==> config.mk <==
export PLATFORM = sky130hd
export DESIGN_NAME = barcode_reader
export DESIGN_NICKNAME = d
export VERILOG_FILES = /design/src/rtl/barcode_reader_pkg.sv /design/src/rtl/bc_sync_edge.sv /design/src/rtl/barcode_reader.sv
export SDC_FILE = /design/constraint.sdc
export NUM_CORES = 1
export LEC_CHECK = 0
export BUFFER_PORTS_ARGS = -buffer_cell sky130_fd_sc_hd__buf_4
export CORE_UTILIZATION = 45
export CTS_BUF_LIST = sky130_fd_sc_hd__clkbuf_8 sky130_fd_sc_hd__clkbuf_16
export DETAILED_ROUTE_END_ITERATION = 7
export SLEW_MARGIN = 10
export SYNTH_ARGS = -nofsm -noshare
export SYNTH_HDL_FRONTEND = slang
export SYNTH_HIERARCHICAL = 1
export SYNTH_SLANG_ARGS = --single-unit
==> constraint.sdc <==
create_clock -name clk -period 2.56 [get_ports clk]
set_input_delay 0.128 -clock clk [delete_from_list [all_inputs] [get_ports clk]]
set_output_delay 0.128 -clock clk [all_outputs]
set_load 0.05 [all_outputs]
==> src/rtl/barcode_reader_pkg.sv <==
// Shared definitions for the barcode reader.
//   state_e  : frame-decoder states
//   NUM_BITS : number of data bits carried by one frame
package barcode_reader_pkg;

   typedef enum logic [2:0] {
      IDLE      = 3'd0,
      MEAS      = 3'd1,
      WAIT_FALL = 3'd2,
      DLY       = 3'd3,
      DONE      = 3'd4
   } state_e;

   localparam logic [3:0] NUM_BITS = 4'd8;

endpackage

==> src/rtl/bc_sync_edge.sv <==
// Brings the asynchronous barcode line into the clk domain and flags
// falling edges.
//   clk     : system clock
//   rst     : synchronous active-high reset
//   bc      : raw barcode line (asynchronous, idles high)
//   bc_sync : synchronized line level
//   bc_fall : one-cycle pulse when bc_sync goes 1 -> 0
module bc_sync_edge (
   input  logic clk,
   input  logic rst,
   input  logic bc,
   output logic bc_sync,
   output logic bc_fall
);

   logic meta_r;
   logic sync_r;
   logic prev_r;

   // Two-flop synchronizer plus a delayed copy; all reset to the idle-high
   // level so leaving reset never looks like a falling edge.
   always_ff @(posedge clk) begin
      if (rst) begin
         meta_r <= 1'b1;
         sync_r <= 1'b1;
         prev_r <= 1'b1;
      end else begin
         meta_r <= bc;
         sync_r <= meta_r;
         prev_r <= sync_r;
      end
   end

   assign bc_sync = sync_r;
   assign bc_fall = prev_r & ~sync_r;

endmodule

==> src/rtl/barcode_reader.sv <==
// Decodes a pulse-width barcode frame into an 8-bit station ID.
// A start pulse's low time (T_low) is measured; each following data bit is
// sampled T_low cycles after its falling edge (low = 0, high = 1), MSB first.
//   clk        : system clock
//   rst        : synchronous active-high reset
//   BC         : serial barcode line (asynchronous, idles high)
//   clr_ID_vld : consumer acknowledge, clears ID_vld
//   ID         : last received station ID
//   ID_vld     : set on frame completion, held until acknowledged
//   frm_err    : one-cycle pulse when a frame aborts on timeout
module barcode_reader
   import barcode_reader_pkg::*;
#(
   parameter int CNT_W = 22
) (
   input  logic       clk,
   input  logic       rst,
   input  logic       BC,
   input  logic       clr_ID_vld,
   output logic [7:0] ID,
   output logic       ID_vld,
   output logic       frm_err
);

   localparam logic [CNT_W-1:0] CNT_ZERO = {CNT_W{1'b0}};
   localparam logic [CNT_W-1:0] CNT_ONE  = {{(CNT_W-1){1'b0}}, 1'b1};
   localparam logic [CNT_W-1:0] CNT_MAX  = {CNT_W{1'b1}};
   localparam logic [CNT_W:0]   WD_ZERO  = {(CNT_W+1){1'b0}};
   localparam logic [CNT_W:0]   WD_ONE   = {{CNT_W{1'b0}}, 1'b1};

   logic             bc_sync_s;
   logic             bc_fall_s;

   state_e           state_r,   state_s;
   logic [CNT_W-1:0] low_cnt_r, low_cnt_s;
   logic [CNT_W-1:0] t_low_r,   t_low_s;
   logic [CNT_W-1:0] dly_cnt_r, dly_cnt_s;
   logic [CNT_W:0]   wd_cnt_r,  wd_cnt_s;
   logic [3:0]       bit_cnt_r, bit_cnt_s;
   logic [7:0]       shift_r,   shift_s;
   logic [7:0]       id_r,      id_s;
   logic             id_vld_r,  id_vld_s;
   logic             frm_err_r, frm_err_s;

   bc_sync_edge u_sync (
      .clk     (clk),
      .rst     (rst),
      .bc      (BC),
      .bc_sync (bc_sync_s),
      .bc_fall (bc_fall_s)
   );

   // Next-state and datapath decisions for the frame decoder.
   always_comb begin
      state_s   = state_r;
      low_cnt_s = low_cnt_r;
      t_low_s   = t_low_r;
      dly_cnt_s = dly_cnt_r;
      wd_cnt_s  = wd_cnt_r;
      bit_cnt_s = bit_cnt_r;
      shift_s   = shift_r;
      id_s      = id_r;
      frm_err_s = 1'b0;
      // Acknowledge clears the flag unless DONE sets it below (set wins).
      if (clr_ID_vld) begin
         id_vld_s = 1'b0;
      end else begin
         id_vld_s = id_vld_r;
      end

      case (state_r)
         IDLE: begin
            if (bc_fall_s) begin
               low_cnt_s = CNT_ZERO;
               state_s   = MEAS;
            end else begin
               state_s   = IDLE;
            end
         end
         MEAS: begin
            if (bc_sync_s) begin
               t_low_s   = low_cnt_r;
               bit_cnt_s = 4'd0;
               wd_cnt_s  = WD_ZERO;
               state_s   = WAIT_FALL;
            end else if (low_cnt_r == CNT_MAX) begin
               // Start pulse too long to measure: abandon the frame.
               frm_err_s = 1'b1;
               state_s   = IDLE;
            end else begin
               low_cnt_s = low_cnt_r + CNT_ONE;
            end
         end
         WAIT_FALL: begin
            if (bc_fall_s) begin
               dly_cnt_s = t_low_r;
               state_s   = DLY;
            end else if (wd_cnt_r >= {t_low_r, 1'b0}) begin
               // No bit edge within two start-pulse widths: line went dead.
               frm_err_s = 1'b1;
               state_s   = IDLE;
            end else begin
               wd_cnt_s  = wd_cnt_r + WD_ONE;
            end
         end
         DLY: begin
            // Loaded one cycle after the edge, so sampling at zero lands
            // T_low + 1 cycles after the edge, i.e. the measured pulse width.
            if (dly_cnt_r == CNT_ZERO) begin
               shift_s   = {shift_r[6:0], bc_sync_s};
               bit_cnt_s = bit_cnt_r + 4'd1;
               wd_cnt_s  = WD_ZERO;
               if ((bit_cnt_r + 4'd1) < NUM_BITS) begin
                  state_s = WAIT_FALL;
               end else begin
                  state_s = DONE;
               end
            end else begin
               dly_cnt_s = dly_cnt_r - CNT_ONE;
            end
         end
         DONE: begin
            id_s     = shift_r;
            id_vld_s = 1'b1;
            state_s  = IDLE;
         end
         default: begin
            state_s = IDLE;
         end
      endcase
   end

   // State, datapath and registered outputs.
   always_ff @(posedge clk) begin
      if (rst) begin
         state_r   <= IDLE;
         low_cnt_r <= CNT_ZERO;
         t_low_r   <= CNT_ZERO;
         dly_cnt_r <= CNT_ZERO;
         wd_cnt_r  <= WD_ZERO;
         bit_cnt_r <= 4'd0;
         shift_r   <= 8'h00;
         id_r      <= 8'h00;
         id_vld_r  <= 1'b0;
         frm_err_r <= 1'b0;
      end else begin
         state_r   <= state_s;
         low_cnt_r <= low_cnt_s;
         t_low_r   <= t_low_s;
         dly_cnt_r <= dly_cnt_s;
         wd_cnt_r  <= wd_cnt_s;
         bit_cnt_r <= bit_cnt_s;
         shift_r   <= shift_s;
         id_r      <= id_s;
         id_vld_r  <= id_vld_s;
         frm_err_r <= frm_err_s;
      end
   end

   assign ID      = id_r;
   assign ID_vld  = id_vld_r;
   assign frm_err = frm_err_r;

endmodule

==> results.tsv, run 1 <==
metric	value	unit
clockBufferDepth	2	
timing.slew.headroom	53.7	%
status	complete, no violations	
ys_types	67	
grt_pass1_wl	27.8	mm
crit_required	2880	ps
die_height	121	um
routed_wl	17.0	mm
die_w	121	um
gp_congestion	0.982	
max_stage_delay	580	ps
grt_pass1_vias	5529	
setup_ws	139	ps
start_util	45.8	%
yosysMostFrequentCell	dfxtp_1	
clk_pin_slew	60	ps
use_met2	41.1	%
min_period	2420	ps
pwr_density_cell	717	nW/um^2
num_vias	5786	
worstPathBufferInverterCount	2	
worst_slew_pin_slew	692	ps
synth_ff_type	dfxtp_1	
clock.fmax	0.413	GHz
finClkSkew	24.8	ps
worst_ep_arrival_time	2740	ps
cp-startpoint	t_low_r[16]	
end_kind	register	
grt-busiest-layer	met2	
drt_pass1_iterations	5	
netlist.area_leader.share	37.0	%
antenna_left	0	
drc	0	
cts_root_buffer	clkbuf_16	
syn-instance-count	794	
dieArea	14600	um^2
setup_viol	0	
synth_edf_count	0	
p_leak	0.00259	uW
yosys-top-cells-count	dfxtp_1, nand2_1, nor2_1	
ir_drop	0.470	mV
cp_slowest_cell	or4_4	
placed_area	6760	um^2
nFillCells	1263	
yosys.area.top_type	dfxtp_1	
cts_htree_levels	4	
cts_buffers	17	
grt_start_max_net_pins	60	
cp-start-kind	register	
port_buffers	13	
dp_hpwl	12.0	mm
endpoint	wd_cnt_r[8]	
coreArea	13800	um^2
gr-total-overflow	0	
ys_seq_elements	117	
r2r_cells	8	
cts_tree	done	
critical_path_class	register to register	
cp_cell_sequence	inv_1, ha_1, nand4_1, or4_4, o311ai_4, buf_6, a211oi_1, o31ai_1	
netlist_top_cells_area	dfxtp_1, nand2_1, ha_1	
nets	855	
timing.rr.end	wd_cnt_r[8]	
area_growth	18.5	%
drive_gt1_share	14.9	%
hold_viol	0	
ios	14	
place_ws	-14.3	ps
hp-class	input port to register	
worst-r2r-setup-slack	140	ps
cts.sinks	117	
rsz0062_at_grt	true	
ys.warnings.count	6	
fin_crit_sh	94.6	%
finalHoldWorstSlack	19.1	ps
use_met3	5.38	%
cap_violations	0	
syn_avg_cell_area	7.98	um^2
ys_seq_area_share	37.0	%
viasPerCell	5.68	
antenna_cells	0	
multi_input_area	3650	um^2
syn_nets	824	
avgRoutedWirePerCell	16.7	um
synth-async-reset-ratio	0	%
rows	43	
critical_path.top_delay_family	simple AND/OR/NAND/NOR gates	
grt_use_met1	30.8	%
worstPathMaxFanout	8	
synth_area	6340	um^2
regArea	2350	um^2
fin_util	54.3	%
drv_slew	0	
clk_latency	430	ps
drt_first_iter_violations	421	
cp.depth	8	
antenna_found_initial	0	
reg2reg_from	t_low_r[16]	
finish.instance_area	7510	um^2
track_usage	24.5	%
## power by group
part           switching, uW  total (uW)  internal [uW]
registers               45.2        1900           1860
logic                    545        1020            472
clock network            901        2460           1560
total                   1490        5380           3890
## placed cells by master, fill, tap and decap left out, types with 18 or more instances in the layout
cell and n:
nand4_1 20, clkbuf_16 18, nand3_1 23, a21oi_1 46, inv_1 51, nand2_1 96, dfxtp_1 110, nor2_1 86
nor3_1 24, ha_1 24, xnor2_1 20, mux2i_1 20, o21ai_0 37, buf_4 52
## repair_timing
| action | in CTS | in global routing |
|---|---|---|
| setup endpoints to repair | 5 | 25 |
| pin swaps | 1 | 8 |
| gates cloned | 0 | 1 |
| buffers inserted | 2 | 4 |
| endpoints found under the hold margin | 1 | 0 |
| hold buffers | 1 | 0 |
| resized for setup | 1 | 15 |
## flip-flops by register name, summed over array words and instances, names as in the netlist, 3 cells and up
name / count
t_low_r: 22
bit_cnt_r: 4
ID: 8
shift_r: 8
wd_cnt_r: 23
state_r: 3
dly_cnt_r: 22
low_cnt_r: 22
## tightest hold or removal path: cells and delay by family
family          cells  cell delay (ps)
buf+inv             2              150
compound gates      1               50
simple gates        1               70
## cell type report
cell class | instances | share of cell area [%]
clock inverters | 14 | 2.32
flip-flops and latches | 117 | 31.3
multi-input cells | 581 | 48.6
repair buffers | 57 | 6.35
inverters | 51 | 2.55
well taps | 180 | 3.00
clock buffers | 18 | 5.85
## worst min path at each step
stage | slack, ps | to | startpoint | cells after the start
6_report | 20 | ID_vld | clr_ID_vld | 4
5_1_grt | 50 | ID_vld | clr_ID_vld | 4
4_1_cts | 9 | ID_vld | clr_ID_vld | 4
3_5_place_dp | 310 | u_sync/meta_r | BC | 2
3_3_place_gp | 310 | u_sync/meta_r | BC | 2
2_1_floorplan | 230 | u_sync/bc_sync | rst | 1
## per-stage QoR
stage          cells  setup TNS (ps)  total power [uW]
4_1_cts         1014           -1.87              5330
6_report        1018               0              5380
3_3_place_gp     979               0              2770
2_1_floorplan    794               0              2500
5_1_grt         1018               0              5600
3_5_place_dp     979           -19.6              2800
## cell families (layout without fill, tap and decap cells)
kind of cell | after synthesis | count (layout) | share of synthesized area, %
AND/OR/NAND/NOR | 338 | 338 | 26.9
AO/OA/AOI/OAI | 176 | 176 | 18.7
flip-flops | 117 | 117 | 37.0
buffers and inverters | 96 | 140 | 6.22
adder cells (fa/ha/maj) | 26 | 26 | 5.13
XOR/XNOR | 21 | 21 | 2.90
multiplexers | 20 | 20 | 3.16
## per-layer routing
layer | up-vias | part of all wire, %
li1 | 2886 | -
met1 | 2736 | 46
met2 | 142 | 48
met3 | 22 | 4.3
met4 | 0 | 1.6
met5 | - | 0
Power figures use the tool's default switching activity.
==> inputs of run 2 (changes only) <==
--- a/config.mk
+++ b/config.mk
@@ -9,6 +9,7 @@
 export CORE_UTILIZATION = 45
 export CTS_BUF_LIST = sky130_fd_sc_hd__clkbuf_8 sky130_fd_sc_hd__clkbuf_16
 export DETAILED_ROUTE_END_ITERATION = 7
+export RECOVER_POWER = 50
 export SLEW_MARGIN = 10
 export SYNTH_ARGS = -nofsm -noshare
 export SYNTH_HDL_FRONTEND = slang
==> run 2 against run 1 <==
Effect of this change: final cell count did not move; clock power barely moved; sequential share of layout area rose by 0.22 points; maximum frequency rose by 0.51%; non-clock buffer count did not move; critical endpoint unchanged; hold slack got worse by 0.81 ps; combinational power barely moved; utilization fell by 0.38 points; power barely moved; clock skew rose by 0.74 ps; first-iteration DRC count fell by 0.48%; worst setup slack improved by 12 ps.
==> results.tsv, run 2 (synthesized netlist as in run 1, its figures left out) <==
metric	value	unit	change
drt_first_iter_violations	419		-0.48%
drc	0		unchanged
status	complete, no violations		
rsz0062_at_grt	true		
cap_violations	0		unchanged
drv_slew	0		unchanged
place_inst	979		unchanged
dieArea	14600	um^2	unchanged
setup_viol	0		unchanged
pwr_density_cell	722	nW/um^2	+0.71%
cts_tree	done		
viasPerCell	5.67		-0.19%
worstPathMaxFanout	8		unchanged
crit_required	2880	ps	about the same
place_ws	-14.3	ps	unchanged
fin_crit_sh	94.1	%	-0.48 points
clock.fmax	0.415	GHz	+0.51%
cts_htree_levels	4		unchanged
routed_wl	17.0	mm	-0.20%
worst_slew_pin_slew	703	ps	+10.1 ps
clk_pin_slew	60	ps	about the same
finClkSkew	25.5	ps	+0.739 ps
rows	43		unchanged
grt_pass1_vias	5529		unchanged
setup_ws	152	ps	+12.4 ps
die_height	121	um	unchanged
layout_commonest_cell	dfxtp_1		
timing.slew.headroom	53.0	%	-0.68 points
tns	0	ps	unchanged
port_buffers	13		unchanged
grt_pass1_wl	27.8	mm	unchanged
p_leak	0.00253	uW	-2.3%
cts_buffers	17		unchanged
gp_congestion	0.982		unchanged
hold_viol	0		unchanged
num_vias	5775		-0.19%
ios	14		unchanged
cp-start-kind	register		
fin_cells	1018		unchanged
avgRoutedWirePerCell	16.7	um	-0.20%
nets	855		unchanged
die_w	121	um	unchanged
end_kind	register		
track_usage	24.5	%	unchanged
start_util	45.8	%	unchanged
antenna_cells	0		unchanged
coreArea	13800	um^2	unchanged
dp_hpwl	12.0	mm	unchanged
regMostFlops	wd_cnt_r		
min_period	2410	ps	-12.4 ps
power	5380	uW	about the same
hp-class	input port to register		
cts_root_buffer	clkbuf_16		
worst-r2r-setup-slack	150	ps	about the same
antenna_left	0		unchanged
cts.sinks	117		unchanged
ir_drop	0.470	mV	about the same
drt_pass1_iterations	5		unchanged
critical_path_class	register to register		
antenna_found_initial	0		unchanged
layout_common_cells	dfxtp_1, nand2_1, nor2_1		
clk_latency	430	ps	about the same
drive_gt1_share	13.2	%	-1.7 points
clockBufferDepth	2		unchanged
grt_start_max_net_pins	60		unchanged
nFillCells	1276		+1.0%
area_growth	17.6	%	
worst_ep_arrival_time	2730	ps	about the same
gr-total-overflow	0		unchanged
largest_register_ffs	23		unchanged
==> run 2: timing repair <==
item,in CTS,in global routing
endpoints found under the hold margin,1,0
cloned,0,1
resized for setup,1,15
setup endpoints to repair,5,25
pin swaps,1,8
setup buffers,2,4
hold buffers,1,0
==> run 2: metrics by stage <==
| stage | cell area (um^2) | utilization, % | hold WS (ps) |
|---|---|---|---|
| after floorplan | 6340 | - | 225 |
| after global placement | 6760 | 48.9 | 309 |
| after detailed placement | 6760 | 48.9 | 311 |
| after CTS | 7400 | 53.5 | 9.40 |
| after global routing | 7460 | 53.9 | 52.1 |
| final | 7460 | 53.9 | 18.3 |
==> run 2: power breakdown <==
part / internal (uW) / switching [uW]
clock network: 1560 / 902
logic: 470 / 545
registers: 1860 / 45.6
total: 3890 / 1490
==> run 2: routing by layer <==
layer / vias to the layer above / part of all wire (%) / GRT usage, %
met5: - / 0 / 0
li1: 2883 / - / -
met1: 2751 / 47 / 30.8
met4: 0 / 1.7 / 8.72
met2: 125 / 48 / 41.1
met3: 16 / 3.8 / 5.38
==> run 2: worst max-delay path, cell delays in order, from the launching register on <==
cell and delay (ps):
dfxtp_2 350, inv_1 50, ha_1 290, nand4_1 140, or4_4 580, o311ai_4 400, buf_6 190, a211oi_1 80
o31ai_1 220
==> run 2: final timing paths <==
kind / endpoint / depth (start not counted) / start
worst max-delay path: wd_cnt_r[8] / 8 / t_low_r[16]
worst min-delay path: ID_vld / 4 / clr_ID_vld
worst max register to register: wd_cnt_r[8] / 8 / t_low_r[16]
worst min register to register: u_sync/bc_sync / 1 / u_sync/meta_r
==> run 2: layout make-up <==
type	instances	area [um^2]	share of cell area (%)
multi-input cells	581	3650	48.9
clock buffers	18	439	5.89
repair buffers	57	424	5.69
inverters	51	191	2.57
well taps	180	225	3.02
flip-flops and latches	117	2350	31.6
clock inverters	14	174	2.33
==> inputs of run 3 (changes only) <==
--- a/config.mk
+++ b/config.mk
@@ -6,9 +6,12 @@
 export NUM_CORES = 1
 export LEC_CHECK = 0
 export BUFFER_PORTS_ARGS = -buffer_cell sky130_fd_sc_hd__buf_4
-export CORE_UTILIZATION = 45
+export CELL_PAD_IN_SITES_DETAIL_PLACEMENT = 1
+export CELL_PAD_IN_SITES_GLOBAL_PLACEMENT = 2
+export CORE_UTILIZATION = 35
 export CTS_BUF_LIST = sky130_fd_sc_hd__clkbuf_8 sky130_fd_sc_hd__clkbuf_16
 export DETAILED_ROUTE_END_ITERATION = 7
+export PLACE_DENSITY_LB_ADDON = 0.1
 export RECOVER_POWER = 50
 export SLEW_MARGIN = 10
 export SYNTH_ARGS = -nofsm -noshare
==> run 3 against run 2 <==
Effect of this change: sequential share of layout area fell by 1.0 points; utilization is 9.9 points lower; sequential power about the same; count of clock-buffer cells in the layout decreased by 1; worst setup slack worse by 78 ps; wire length increased by 19%; clock power is 4% lower; largest cell class unchanged; die area rose by 28%.
==> results.tsv, run 3 (synthesized netlist as in run 1, its figures left out) <==
metric	value	unit	change
layout_commonest_cell	dfxtp_1		
status	complete, no violations		
p_leak	0.00263	uW	+3.7%
die_w	137	um	+13%
routed_wl	20.2	mm	+19%
drt_pass1_iterations	5		unchanged
cts_root_buffer	clkbuf_16		
critical_path_class	register to register		
fin_cells	1077		+5.8%
worst_ep_arrival_time	2780	ps	+50 ps
dp_hpwl	14.5	mm	+21%
reg2reg_from	t_low_r[1]		
start_util	36.3	%	-9.6 points
rows	48		+12%
finClkSkew	11.1	ps	-14.4 ps
num_vias	5905		+2.3%
track_usage	23.1	%	-1.5 points
worst_slew_pin_slew	1220	ps	+521 ps
drt_first_iter_violations	235		-44%
pwr_density_cell	693	nW/um^2	-4.0%
layout_common_cells	dfxtp_1, nand2_1, nor2_1		
regMostFlops	wd_cnt_r		
avgRoutedWirePerCell	18.7	um	+12%
drv_slew	0		unchanged
largest_register_ffs	23		unchanged
min_period	2490	ps	+78.0 ps
r2r_cells	11		+3
grt_pass1_vias	6089		+10%
cts_htree_levels	4		unchanged
drc	0		unchanged
die_height	137	um	+13%
rsz0062_at_grt	true		
fin_crit_sh	97.1	%	+3.0 points
hold_viol	0		unchanged
place_inst	1041		+6.3%
cts_tree	done		
cp-start-kind	register		
finalHoldWorstSlack	18.5	ps	+0.143 ps
clock.fmax	0.402	GHz	-3.1%
drive_gt1_share	16.0	%	+2.7 points
clk_pin_slew	60	ps	about the same
worstHoldStart	clr_ID_vld		
cap_violations	0		unchanged
ios	14		unchanged
port_buffers	13		unchanged
area_growth	21.4	%	
grt_start_max_net_pins	60		unchanged
cts.sinks	117		unchanged
power	5330	uW	-0.93%
antenna_found_initial	0		unchanged
hp-class	input port to register		
grt_pass1_wl	32.8	mm	+18%
cts_buffers	17		unchanged
worst-r2r-setup-slack	70	ps	-80 ps
antenna_left	0		unchanged
clk_latency	420	ps	about the same
timing.slew.headroom	18.4	%	-35 points
endpoint	wd_cnt_r[14]		
worstPathMaxFanout	7		-1
timing.rr.end	wd_cnt_r[14]		
gr-total-overflow	0		unchanged
gp_congestion	0.825		-16%
viasPerCell	5.48		-3.4%
cp-startpoint	t_low_r[1]		
dieArea	18700	um^2	+28%
clockBufferDepth	2		unchanged
end_kind	register		
crit_required	2860	ps	-20 ps
nets	869		+1.6%
ir_drop	0.426	mV	-9.3%
setup_viol	0		unchanged
coreArea	17500	um^2	+26%
antenna_cells	0		unchanged
run 3: critical path: stages, from the launching register on:
cell and delay [ps]:
dfxtp_2 340, inv_2 50, ha_4 200, nor2b_4 110
a311o_1 280, a211oi_2 220, buf_4 160, o311ai_4 150
buf_12 170, a221oi_4 370, clkbuf_16 230, a31oi_1 70
run 3: repair_timing:
action                                  in CTS  in global routing
gates cloned                                 0                  1
resized for setup                            2                 28
hold buffers                                 1                  0
hold endpoints to repair                     1                  0
pin swaps                                    1                 13
endpoints found under the setup margin       4                 29
buffers inserted                             2                  0
run 3: worst min-delay path by stage:
stage                                end  cells after the start  slack [ps]
after floorplan           u_sync/bc_sync                      1         230
after global placement     u_sync/meta_r                      2         310
after detailed placement   u_sync/meta_r                      2         320
after CTS                         ID_vld                      4         0.7
after global routing              ID_vld                      4          30
final                             ID_vld                      4          20
run 3: layer usage:
layer	share of wire, %	vias up	track usage (%)	wire (um)
met4	1.9	0	8.40	377
li1	-	2918	-	-
met3	2.9	23	4.33	579
met2	47	66	37.1	9430
met5	0	-	0	0
met1	49	2898	30.5	9780
run 3: report_power, final:
group	total, uW	leakage (uW)	internal (uW)	switching, uW
Clock	2350	0.000280	1300	1050
Combinational	1070	0.00140	484	591
Sequential	1910	0.000946	1860	51.9
run 3: metrics by stage:
stage / setup slack, ps / area (um^2) / util (%) / setup TNS, ps
after global placement: 89.2 / 6960 / 39.8 / 0
after CTS: 2.25 / 7580 / 43.4 / 0
final: 73.6 / 7700 / 44.0 / 0
after detailed placement: -17.4 / 6960 / 39.8 / -31.9
after global routing: -37.3 / 7700 / 44.0 / -396
after floorplan: 144 / 6340 / - / 0
run 3: area by class of cell:
type                       instances  area [um^2]
sequential                       117         2350
clock inverter                    15          151
tap                              225          282
multi-input combinational        581         3740
fill                            2080         9780
clock buffer                      17          425
timing repair buffer              71          553
inverter                          51          191
